==> config.mk <==
export PLATFORM = sky130hd
export DESIGN_NAME = clk_div_ctrl
export DESIGN_NICKNAME = d
export VERILOG_FILES = /design/src/rtl/clk_div_pkg.sv /design/src/rtl/clk_div_core.sv /design/src/rtl/clk_div_ctrl.sv
export SDC_FILE = /design/constraint.sdc
export NUM_CORES = 1
export LEC_CHECK = 0
export CORE_MARGIN = 1.5
export CORE_UTILIZATION = 47
export DETAILED_ROUTE_END_ITERATION = 7
export MAX_ROUTING_LAYER = met4
export PLACE_DENSITY_LB_ADDON = 0.15
export RECOVER_POWER = 50
export REMOVE_ABC_BUFFERS = 1
export SYNTH_ARGS = -nofsm -noshare
export SYNTH_HDL_FRONTEND = slang
export SYNTH_SLANG_ARGS = --single-unit
==> constraint.sdc <==
create_clock -name clk -period 10.8 [get_ports clk]
set_clock_uncertainty 0.1 [all_clocks]
set_input_delay 3.24 -clock clk [delete_from_list [all_inputs] [get_ports clk]]
set_output_delay 3.24 -clock clk [all_outputs]
set_load 0.01 [all_outputs]
==> src/rtl/clk_div_pkg.sv <==
// rtl/clk_div_pkg.sv - shared types and constants for the run-time clock divider controller
package clk_div_pkg;

  typedef enum logic [1:0] {
    IDLE = 2'd0,
    RUN  = 2'd1,
    PEND = 2'd2
  } state_e;

  localparam int MIN_DIV   = 2;
  localparam int DEF_DIV_W = 8;

endpackage

==> src/rtl/clk_div_core.sv <==
// rtl/clk_div_core.sv - period counter with registered divided-clock level and period tick
module clk_div_core
  import clk_div_pkg::*;
#(
  parameter int DIV_W = DEF_DIV_W
) (
  input  logic             clk,
  input  logic             rst_n,
  input  logic             i_run,
  input  logic             i_run_nxt,
  input  logic [DIV_W-1:0] i_div_cur,
  input  logic [DIV_W-1:0] i_div_nxt,
  output logic             o_boundary,
  output logic             o_div_clk,
  output logic             o_div_tick
);

  logic [DIV_W-1:0] r_cnt;
  logic             r_div_clk;
  logic             r_div_tick;
  logic [DIV_W-1:0] w_cnt_nxt;
  logic             w_boundary;

  // Leaving IDLE restarts at 0 because the counter is parked there.
  always_comb begin
    w_boundary = i_run && (r_cnt == (i_div_cur - DIV_W'(1)));
    w_cnt_nxt  = (!i_run || w_boundary) ? '0 : r_cnt + DIV_W'(1);
  end

  // Outputs are registered from next-cycle values so they line up with r_cnt.
  always_ff @(posedge clk) begin
    if (!rst_n) begin
      r_cnt      <= '0;
      r_div_clk  <= 1'b0;
      r_div_tick <= 1'b0;
    end else begin
      r_cnt      <= i_run_nxt ? w_cnt_nxt : '0;
      r_div_clk  <= i_run_nxt && (w_cnt_nxt >= (i_div_nxt >> 1));
      r_div_tick <= i_run_nxt && (w_cnt_nxt == '0);
    end
  end

  assign o_boundary = w_boundary;
  assign o_div_clk  = r_div_clk;
  assign o_div_tick = r_div_tick;

endmodule

==> src/rtl/clk_div_ctrl.sv <==
// rtl/clk_div_ctrl.sv - divider FSM, ratio handshake and status; CLK_DIV_CTRL_RECFG_CNT_EN adds recfg_cnt
module clk_div_ctrl
  import clk_div_pkg::*;
#(
  parameter int DIV_W   = DEF_DIV_W,
  parameter int DEF_DIV = 3
) (
  input  logic             clk,
  input  logic             rst_n,
  input  logic             en,
  input  logic             cfg_valid,
  input  logic [DIV_W-1:0] cfg_div,
  output logic             cfg_ready,
  output logic             cfg_err,
  output logic             div_clk,
  output logic             div_tick,
  output logic [DIV_W-1:0] cur_div,
  output logic             busy
`ifdef CLK_DIV_CTRL_RECFG_CNT_EN
  ,
  output logic [7:0]       recfg_cnt
`endif
);

  state_e           r_state;
  logic [DIV_W-1:0] r_cur_div;
  logic [DIV_W-1:0] r_pend_div;
  logic             r_cfg_ready;
  logic             r_cfg_err;
  logic             r_busy;

  state_e           w_state_nxt;
  logic [DIV_W-1:0] w_div_nxt;
  logic [DIV_W-1:0] w_pend_nxt;
  logic             w_apply;
  logic             w_xfer;
  logic             w_legal;
  logic             w_boundary;
  logic             w_run;
  logic             w_run_nxt;

  assign w_xfer    = cfg_valid && r_cfg_ready;
  assign w_legal   = (cfg_div >= DIV_W'(MIN_DIV));
  assign w_run     = (r_state != IDLE);
  assign w_run_nxt = (w_state_nxt != IDLE);

  always_comb begin
    w_state_nxt = r_state;
    w_div_nxt   = r_cur_div;
    w_pend_nxt  = r_pend_div;
    w_apply     = 1'b0;
    case (r_state)
      IDLE: begin
        if (w_xfer && w_legal) begin
          w_div_nxt = cfg_div;
          w_apply   = 1'b1;
        end
        if (en) w_state_nxt = RUN;
      end
      RUN: begin
        if (w_boundary) begin
          w_state_nxt = en ? RUN : IDLE;
          if (w_xfer && w_legal) begin
            w_div_nxt = cfg_div;
            w_apply   = 1'b1;
          end
        end else if (w_xfer && w_legal) begin
          w_pend_nxt  = cfg_div;
          w_state_nxt = PEND;
        end
      end
      PEND: begin
        if (w_boundary) begin
          w_div_nxt   = r_pend_div;
          w_apply     = 1'b1;
          w_state_nxt = en ? RUN : IDLE;
        end
      end
      default: w_state_nxt = IDLE;
    endcase
  end

  always_ff @(posedge clk) begin
    if (!rst_n) begin
      r_state     <= IDLE;
      r_cur_div   <= DIV_W'(DEF_DIV);
      r_pend_div  <= '0;
      r_cfg_ready <= 1'b1;
      r_cfg_err   <= 1'b0;
      r_busy      <= 1'b0;
    end else begin
      r_state     <= w_state_nxt;
      r_cur_div   <= w_div_nxt;
      r_pend_div  <= w_pend_nxt;
      r_cfg_ready <= (w_state_nxt != PEND);
      r_cfg_err   <= w_xfer && !w_legal;
      r_busy      <= w_run_nxt;
    end
  end

`ifdef CLK_DIV_CTRL_RECFG_CNT_EN
  logic [7:0] r_recfg_cnt;

  always_ff @(posedge clk) begin
    if (!rst_n) begin
      r_recfg_cnt <= 8'd0;
    end else if (w_apply) begin
      r_recfg_cnt <= r_recfg_cnt + 8'd1;
    end
  end

  assign recfg_cnt = r_recfg_cnt;
`else
  logic w_apply_unused;
  assign w_apply_unused = w_apply;
`endif

  clk_div_core #(
    .DIV_W(DIV_W)
  ) u_core (
    .clk       (clk),
    .rst_n     (rst_n),
    .i_run     (w_run),
    .i_run_nxt (w_run_nxt),
    .i_div_cur (r_cur_div),
    .i_div_nxt (w_div_nxt),
    .o_boundary(w_boundary),
    .o_div_clk (div_clk),
    .o_div_tick(div_tick)
  );

  assign cfg_ready = r_cfg_ready;
  assign cfg_err   = r_cfg_err;
  assign cur_div   = r_cur_div;
  assign busy      = r_busy;

endmodule

Yosys cells after proc, flatten, opt, wreduce, memory -nomap -nowiden
Index checks and enable logic that the tools add are counted.
W data, S select, Z words.
{ "word_totals": {"output_inout_bits": 13, "in_bits": 12, "regBits": 31} }
{ "op_classes": {"add_sub_neg": 2, "muxes": 11, "n_reduce_logical": 17, "order_cmp": 2, "eq_ne": 6, "n_bitwise": 1} }
{ "op_table": {"columns": ["cell", "n"], "rows": [
  ["$mux W8", 4],
  ["$pmux W8 S3", 1],
  ["$add A8 B1 Y8 const B", 1],
  ["$eq A8 B8 Y1", 1],
  ["$ge A8 B2 Y1 const B", 1],
  ["$ge A8 B7 Y1", 1],
  ["$logic_not A8 Y1", 1],
  ["$mux W2", 4],
  ["$sub A8 B1 Y8 const B", 1],
  ["$logic_and A1 B1 Y1", 6],
  ["$pmux W2 S3", 1],
  ["$reduce_and A3 Y1", 2],
  ["$ne A2 B1 Y1 const B", 2],
  ["$reduce_bool A2 Y1", 2],
  ["$reduce_bool A3 Y1", 1],
  ["$eq A2 B1 Y1 const B", 1],
  ["$eq A2 B2 Y1 const B", 1],
  ["$logic_not A1 Y1", 2],
  ["$logic_not A2 Y1", 1],
  ["$ne A2 B2 Y1 const B", 1],
  ["$reduce_and A2 Y1", 1],
  ["$logic_or A1 B1 Y1", 1],
  ["$mux W1", 1],
  ["$not A1 Y1", 1]
]} }

Logic depth before layout (Yosys ltp)
Gate-level depths: netlist of the first run.
{ "depth": {"ltp_word": 7, "depth_mapped": 18} }

Cells and area by module
Synthesis of the first run repeated with hierarchy kept, for this count alone.
{ "hier_totals": {"cells_unflattened": 267, "hier_area_um2": 2243.4} }
{ "by_module_without_submodules": {"columns": ["mod", "cells_per_inst", "area_per_inst_um2", "seq_area_each_um2", "instances"], "rows": [
  ["clk_div_ctrl", 150, 1311.3, 420.4, 1],
  ["clk_div_core", 117, 932.1, 200.2, 1]
]} }

Worst setup path after synthesis of the first run
Ideal clock, no wire load.
{ "synth_path": {"path_type": "input port to flip-flop", "start": "in cfg_div[3]", "end": "reg u_core.r_div_clk (netlist: u_core.o_div_clk)", "cell_stages": 14, "t_required_ns": 10.578, "arrival_time_ns": 5.630, "slack_ns": 4.948, "setup_ns": 0.122, "cell_sequence": "nor4_1 -> nand2_1 -> o21ai_1 -> clkbuf_1 -> a22oi_1 -> or2_0 -> and3_1 -> ha_1 -> a21o_1 -> a21o_1 -> a21oi_1 -> o21ai_0 -> o21ai_0 -> a21oi_1"} }
{ "synth_between": {"elab_chain_len": 7, "elab_cells_between_ends": 11} }
{ "synth_lines": {"columns": ["item", "line_no", "text"], "rows": [
  ["start, declared", "clk_div_ctrl.sv:12", "input logic [DIV_W-1:0] cfg_div,"],
  ["$ge A8 B2 Y1", "clk_div_ctrl.sv:43", "assign w_legal = (cfg_div >= DIV_W'(MIN_DIV));"],
  ["$logic_and A1 B1 Y1", "clk_div_ctrl.sv:54, clk_div_ctrl.sv:63, clk_div_ctrl.sv:67", null],
  ["$mux W8 or $mux W2 (tied branches)", "clk_div_ctrl.sv:54, clk_div_ctrl.sv:63, clk_div_ctrl.sv:67", null],
  ["$mux W8 or $mux W2 (tied branches)", "clk_div_ctrl.sv:61", "if (w_boundary) begin"],
  ["$pmux W8 S3 or $pmux W2 S3 (tied branches)", "clk_div_ctrl.sv:52", "case (r_state)"],
  ["$ge A8 B7 Y1 or $reduce_bool A2 Y1 (tied branches)", "clk_div_core.sv:38, clk_div_ctrl.sv:45", null],
  ["$logic_and A1 B1 Y1 *", "clk_div_core.sv:38", "r_div_clk <= i_run_nxt && (w_cnt_nxt >= (i_div_nxt >> 1));"],
  ["end signal, assigned", "clk_div_core.sv:38", null],
  ["end, declared", "clk_div_core.sv:19", "logic r_div_clk;"]
]} }
Mark *: on every way between the ends. The rest lies on a longest branch, timed or not. The select of a mux whose other input is x is not followed.
A chain may end at the register's enable or synchronous reset.

Worst setup path after layout of the first run
Same ends and word-level chain as after synthesis.

==> results of run 1 <==
## metal layers
| metal | wire length, um | vias up | GRT usage |
|---|---|---|---|
| met5 | 0 | - | - |
| met4 | 46 | 0 | 0.0842 |
| met3 | 163 | 4 | 0.0456 |
| met2 | 2100 | 46 | 0.368 |
| met1 | 2120 | 799 | 0.297 |
| li1 | - | 880 | - |
## kinds of logic after synthesis
group,synth area share
compound gates,0.188
xor+xnor,0.0685
fa+ha+maj,0.0646
buf+inv,0.0437
flops,0.324
mux,0.0476
simple gates,0.264
## worst paths after layout
| check | start | depth (start not counted) | slack, ns | endpoint |
|---|---|---|---|---|
| max | cfg_div[3] | 14 | 4.16 | u_core.o_div_clk$_SDFF_PN0_ |
| min | r_pend_div[4]$_SDFFE_PN0P_ | 2 | 0.40 | r_pend_div[4]$_SDFFE_PN0P_ |
| max reg2reg | cur_div[0]$_SDFFE_PN1P_ | 17 | 6.57 | u_core.o_div_clk$_SDFF_PN0_ |
| min reg2reg | r_pend_div[4]$_SDFFE_PN0P_ | 2 | 0.40 | r_pend_div[4]$_SDFFE_PN0P_ |
## final cells by class
class | count | area [um^2] | area share
Sequential cell | 31 | 621 | 0.270
Clock buffer | 6 | 82.6 | 0.0360
Tap cell | 50 | 62.6 | 0.0272
Multi-Input combinational cell | 184 | 1210 | 0.529
Inverter | 11 | 41.3 | 0.0180
Timing Repair Buffer | 24 | 240 | 0.105
Clock inverter | 2 | 35.0 | 0.0153
## sequential cells by signal, summed over array words and instances (netlist names)
register / count
u_core.o_div_tick: 1
u_core.r_cnt: 8
busy: 1
cfg_ready: 1
u_core.o_div_clk: 1
cur_div: 8
r_state: 2
cfg_err: 1
r_pend_div: 8
## tightest hold or removal path: cells and delay by family (launching register included)
family / cells / cell delay [ns]
AND/OR/NAND/NOR: 1 / 0.07
multiplexers: 1 / 0.07
flip-flops: 1 / 0.33
## power by group
group          internal [uW]  switching (uW)  total [uW]  leakage, uW
clock                   74.6            42.9         117    0.0000612
sequential               125            16.3         141     0.000253
combinational           52.6            60.7         113     0.000593
total                    252             120         372     0.000907
## cells in the mapped netlist, types with 3 or more instances
library cell and n:
xnor2_1 6, a21o_1 4, nand2_1 22, inv_1 11, a21oi_1 7, dfxtp_1 31, nand2b_1 3, or2_0 5
and3_1 10, a22oi_1 6, o21ai_0 5, nand3_1 8, mux2i_1 8, and2_1 3, nor3_1 4, ha_1 9
a31oi_1 8, xor2_1 9, nor2_1 31, nand4_1 3, o21ai_1 4, clkbuf_1 7
## cell usage in the layout (no fill, tap or decap), drive strengths merged, types with 2 or more instances in the layout
master and n:
nor2 31, dfxtp 31, nand2 22, dlygate4sd3 13
inv 11, clkdlybuf4s50 11, o21ai 11, and3 10
xor2 9, ha 9, a31oi 8, nand3 8
mux2i 8, a21oi 7, a22oi 6, xnor2 6
clkbuf 6, or2 6, nor3 5, a21o 4
and2 3, nand2b 3, nand4 3, nor4 3
a211oi 3, nor2b 2, or3 2, o31ai 2
## through the flow
stage	total power, uW	hold slack [ns]
5_1_grt	396	0.427
6_report	372	0.399
3_5_place_dp	258	0.388
2_1_floorplan	219	0.360
4_1_cts	379	0.402
3_3_place_gp	257	0.375
==> out/qor.txt, run 1 <==
Worst slack, placed: 4.03 ns
# Max-Cap Violations: 0
Gr usage total: 0.233
Area contributors post-synth: dfxtp_1 (32%), nor2_1 (6.1%), ha_1 (5.9%)
Placed Cells: 300
CTS tree: built
Initial DRC count: 83
Vias in the first global route: 1551
Final Core Density: 0.578
Status: complete, no violations
Max IR drop VDD: 0.0919 mV
CP delay by family, top: compound AO/OA/AOI/OAI gates
GPL Wtd Cong: 0.829
Worst-path clk slew: 0.06 ns
Diodes inserted: 0
Seq/Total Area, Yosys: 0.324
Buffers and inverters on the worst path: 1
Yosys top cell by area: dfxtp_1
Layout cell share with drive strength beyond 1: 0.0659
Worst path cell trace: dlygate4sd3_1, nor4_1, nand2_1, o21ai_1, a22oi_1, or2_0, and3_1, ha_1, a21o_1, a21o_1, a21oi_1, o21ai_0, o21ai_0, a21oi_1
IO Count: 25
Post-synth EDFFs: 0
Filler instances: 376
Area grow syn2layout: 19.7%
Top_reg_cell synth: dfxtp_1
PD cells: 162 mW/mm^2
Final Max Slew Viols: 0
Max FO, Critical Path: 12
H-Tree Level Count: 2
Layout net count: 278
Area after DPL: 0.00218 mm^2
Setup bufs post-CTS: 0
Via density per instance: 5.61
Final setup TNS: 0 ns
Lkg Pwr: 0.000907 uW
Antenna violations before repair: 0
Grt ovf: 0
Netlist cell types: 47
Setup violators final: 0
Crit-path max cell delay: 0.77 ns
Pin count of the biggest net entering global routing: 16
Global-route wire length before repair: 7510 um
Buffers on Ports: 24
RSZ-0062 raised after global routing: false
Die H: 66.9 um
Core Box Area: 0.00397 mm^2
Mapped Cells: 235
ANT nets after route: 0
# rows: 23
1st-pass router iterations: 4
Die area: 0.00447 mm^2
Setup ws final: 4.16 ns
Drt wl/cell: 14.4 um
Critical path launch point type: input pin
Mapped Area: 0.00192 mm^2
Arrival @ worst endpoint: 6.71 ns
Slowest CP cell: o21ai_1
Min Tclk post-route: 6.64 ns
Crit share post-route: 0.615
Cts repair resizes: 0
Drt drc: 0
Avg Cell Area, Syn: 8.16 um^2
Hold buffers post-CTS: 0
Vias: 1729
Die X: 66.9 um
Worst-margin pin slew: 0.971 ns
Rel. slew slack: 0.348
Worst Setup Path Type: input pin to register
Final WL: 4430 um
Synth warn: 0
CTS sink count: 31
Max frequency: 151 MHz
Endpoint class of the critical path: register
Post-Layout Cell Count: 308
Final Hold Vio Count: 0
Critical path required time: 10.87 ns
Worst-Skew Late Latency: 0.28 ns
Number of synthesized register bits: 31
Longest Clk Path Bufs: 2
Root Driver: clkbuf_8
Post-synth ARST share: 0
Synth top area share: 0.324
CTS Buf Count: 5
Initial Util: 0.483
Final Cell Area: 0.00230 mm^2
Worst Hold Class: register to register
Detailed placement HPWL: 3320 um
No activity file was read; power rests on OpenSTA's default activity.
==> run 2, diff against run 1 <==
clock period = 7 ns   (was 10.8 ns; I/O delays follow)
==> out/qor.txt, run 2 (synthesis results as in run 1) <==
Status: complete, no violations
Layout net count: 279 (+0.36%)
Worst slack, placed: 1.94 ns (-2.08 ns)
Lkg Pwr: 0.000902 uW (-0.54%)
Final Hold Vio Count: 0 (unchanged)
Global-route wire length before repair: 7550 um (+0.45%)
Crit share post-route: 0.705
Layout cell share with drive strength beyond 1: 0.0656 (-0.000254)
WHS: 0.397 ns (-0.00265 ns)
# rows: 23 (unchanged)
Slowest CP cell: dlygate4sd3_1
Buffers on Ports: 24 (unchanged)
Critical path required time: 7.07 ns (-3.80 ns)
Sw Ratio: 0.338 (+0.0150)
CTS tree: built
Clk pwr share: 0.283 (-0.033)
Core Box Area: 0.00397 mm^2 (unchanged)
Die area: 0.00447 mm^2 (unchanged)
Pin count of the biggest net entering global routing: 16 (unchanged)
# Max-Cap Violations: 0 (unchanged)
PD cells: 240 mW/mm^2 (+48%)
Vias in the first global route: 1622 (+4.6%)
Final Max Slew Viols: 0 (unchanged)
Initial Util: 0.483 (unchanged)
Die X: 66.9 um (unchanged)
Post-Layout Cell Count: 309 (+0.32%)
Max IR drop VDD: 0.126 mV (+38%)
Final WL: 4410 um (-0.34%)
Hold buffers post-CTS: 0 (unchanged)
Diodes inserted: 0 (unchanged)
1st-pass router iterations: 5 (+1)
Critical path launch point type: input pin
Area grow syn2layout: 19.2%
Worst path cell trace: dlygate4sd3_1, nor4_1, nand2_1, a21oi_1, a211oi_1, o21ai_1, o31ai_1, o21ai_1, ha_1, nand2b_1, a21o_1, a21o_1, a21oi_1, o21ai_0, o21ai_0, a21oi_1
Worst Hold Class: register to register
Detailed placement HPWL: 3350 um (+0.71%)
Drt wl/cell: 14.3 um (-0.66%)
IO Count: 25 (unchanged)
Sw power: 185 uW (+54%)
ANT nets after route: 0 (unchanged)
Vias: 1742 (+0.75%)
Max FO, Critical Path: 3 (-9)
Final setup TNS: 0 ns (unchanged)
Setup ws final: 2.07 ns (-2.09 ns)
Most frequent cells in the layout: nor2_1 (31), dfxtp_1 (31), nand2_1 (22), dlygate4sd3_1 (13)
Arrival @ worst endpoint: 5.00 ns (-1.71 ns)
Via density per instance: 5.64 (+0.43%)
CP most frequent cell: a21oi_1
Flop pwr share: 0.397 (+0.018)
Min Tclk post-route: 4.93 ns
Setup violators final: 0 (unchanged)
CTS Buf Count: 5 (unchanged)
Gr usage total: 0.232 (-0.00106)
Endpoint class of the critical path: register
Crit-path max cell delay: 0.57 ns (-0.20 ns)
H-Tree Level Count: 2 (unchanged)
CP delay by family, top: compound AO/OA/AOI/OAI gates
Cts repair resizes: 0 (unchanged)
Final Power: 549 uW (+48%)
Drt drc: 0 (unchanged)
Int Pwr: 363 uW (+44%)
Placed Cells: 301 (+0.33%)
Worst Setup Path Type: input pin to register
Antenna violations before repair: 0 (unchanged)
Longest Clk Path Bufs: 2 (unchanged)
RSZ-0062 raised after global routing: false
Setup bufs post-CTS: 0 (unchanged)
R2R Setup Slk: 2.74 ns (-3.83 ns)
GPL Wtd Cong: 0.843 (+1.7%)
Die H: 66.9 um (unchanged)
Worst-path clk slew: 0.06 ns (about the same)
Rel. slew slack: 0.638 (+0.290)
Gate power share: 0.320 (+0.015)
Buffers and inverters on the worst path: 1 (unchanged)
Worst-Skew Late Latency: 0.28 ns (about the same)
Worst-margin pin slew: 0.529 ns (-0.442 ns)
Max frequency: 203 MHz
Grt ovf: 0 (unchanged)
Root Driver: clkbuf_8
Initial DRC count: 130 (+57%)
CTS sink count: 31 (unchanged)
[run 2: metrics by stage]
step / area, um^2 / utilization
3_5_place_dp: 2190 / 0.550
4_1_cts: 2290 / 0.576
5_1_grt: 2290 / 0.576
6_report: 2290 / 0.576
3_3_place_gp: 2190 / 0.550
2_1_floorplan: 1880 / -
[run 2: layer usage]
metal,track usage,vias up,share of wire
li1,-,875,-
met1,0.290,819,0.47
met2,0.379,42,0.48
met3,0.0456,6,0.042
met4,0.0689,0,0.0082
met5,-,-,0
[run 2: path summary, 6_finish.rpt]
check | cells after the start | startpoint | end
worst min-delay path | 2 | r_pend_div[0]$_SDFFE_PN0P_ | r_pend_div[0]$_SDFFE_PN0P_
worst max-delay path | 16 | cfg_div[3] | u_core.o_div_clk$_SDFF_PN0_
worst max register to register | 17 | cur_div[0]$_SDFFE_PN1P_ | u_core.o_div_clk$_SDFF_PN0_
worst min register to register | 2 | r_pend_div[0]$_SDFFE_PN0P_ | r_pend_div[0]$_SDFFE_PN0P_
[run 2: final cells by class]
class                      count  area (um^2)
timing repair buffer          25          248
multi-input combinational    184         1210
fill                         380         1690
sequential                    31          621
clock buffer                   8          100
tap                           50         62.6
inverter                      11         41.3
[run 2: power by group through the flow]
stage               logic (uW)  clock network, uW  registers, uW
finish                     175                155            218
floorplan                  120                  0            219
CTS                        180                159            218
detailed placement         179                  0            221
global placement           177                  0            221
global route               198                167            220
[run 2: worst register-to-register path, delay by kind of cell, from the launching register on]
family,cells,cell delay [ns]
buf+inv,1,0.08
fa+ha+maj,2,0.55
flops,1,0.52
simple gates,3,0.71
compound gates,11,2.18
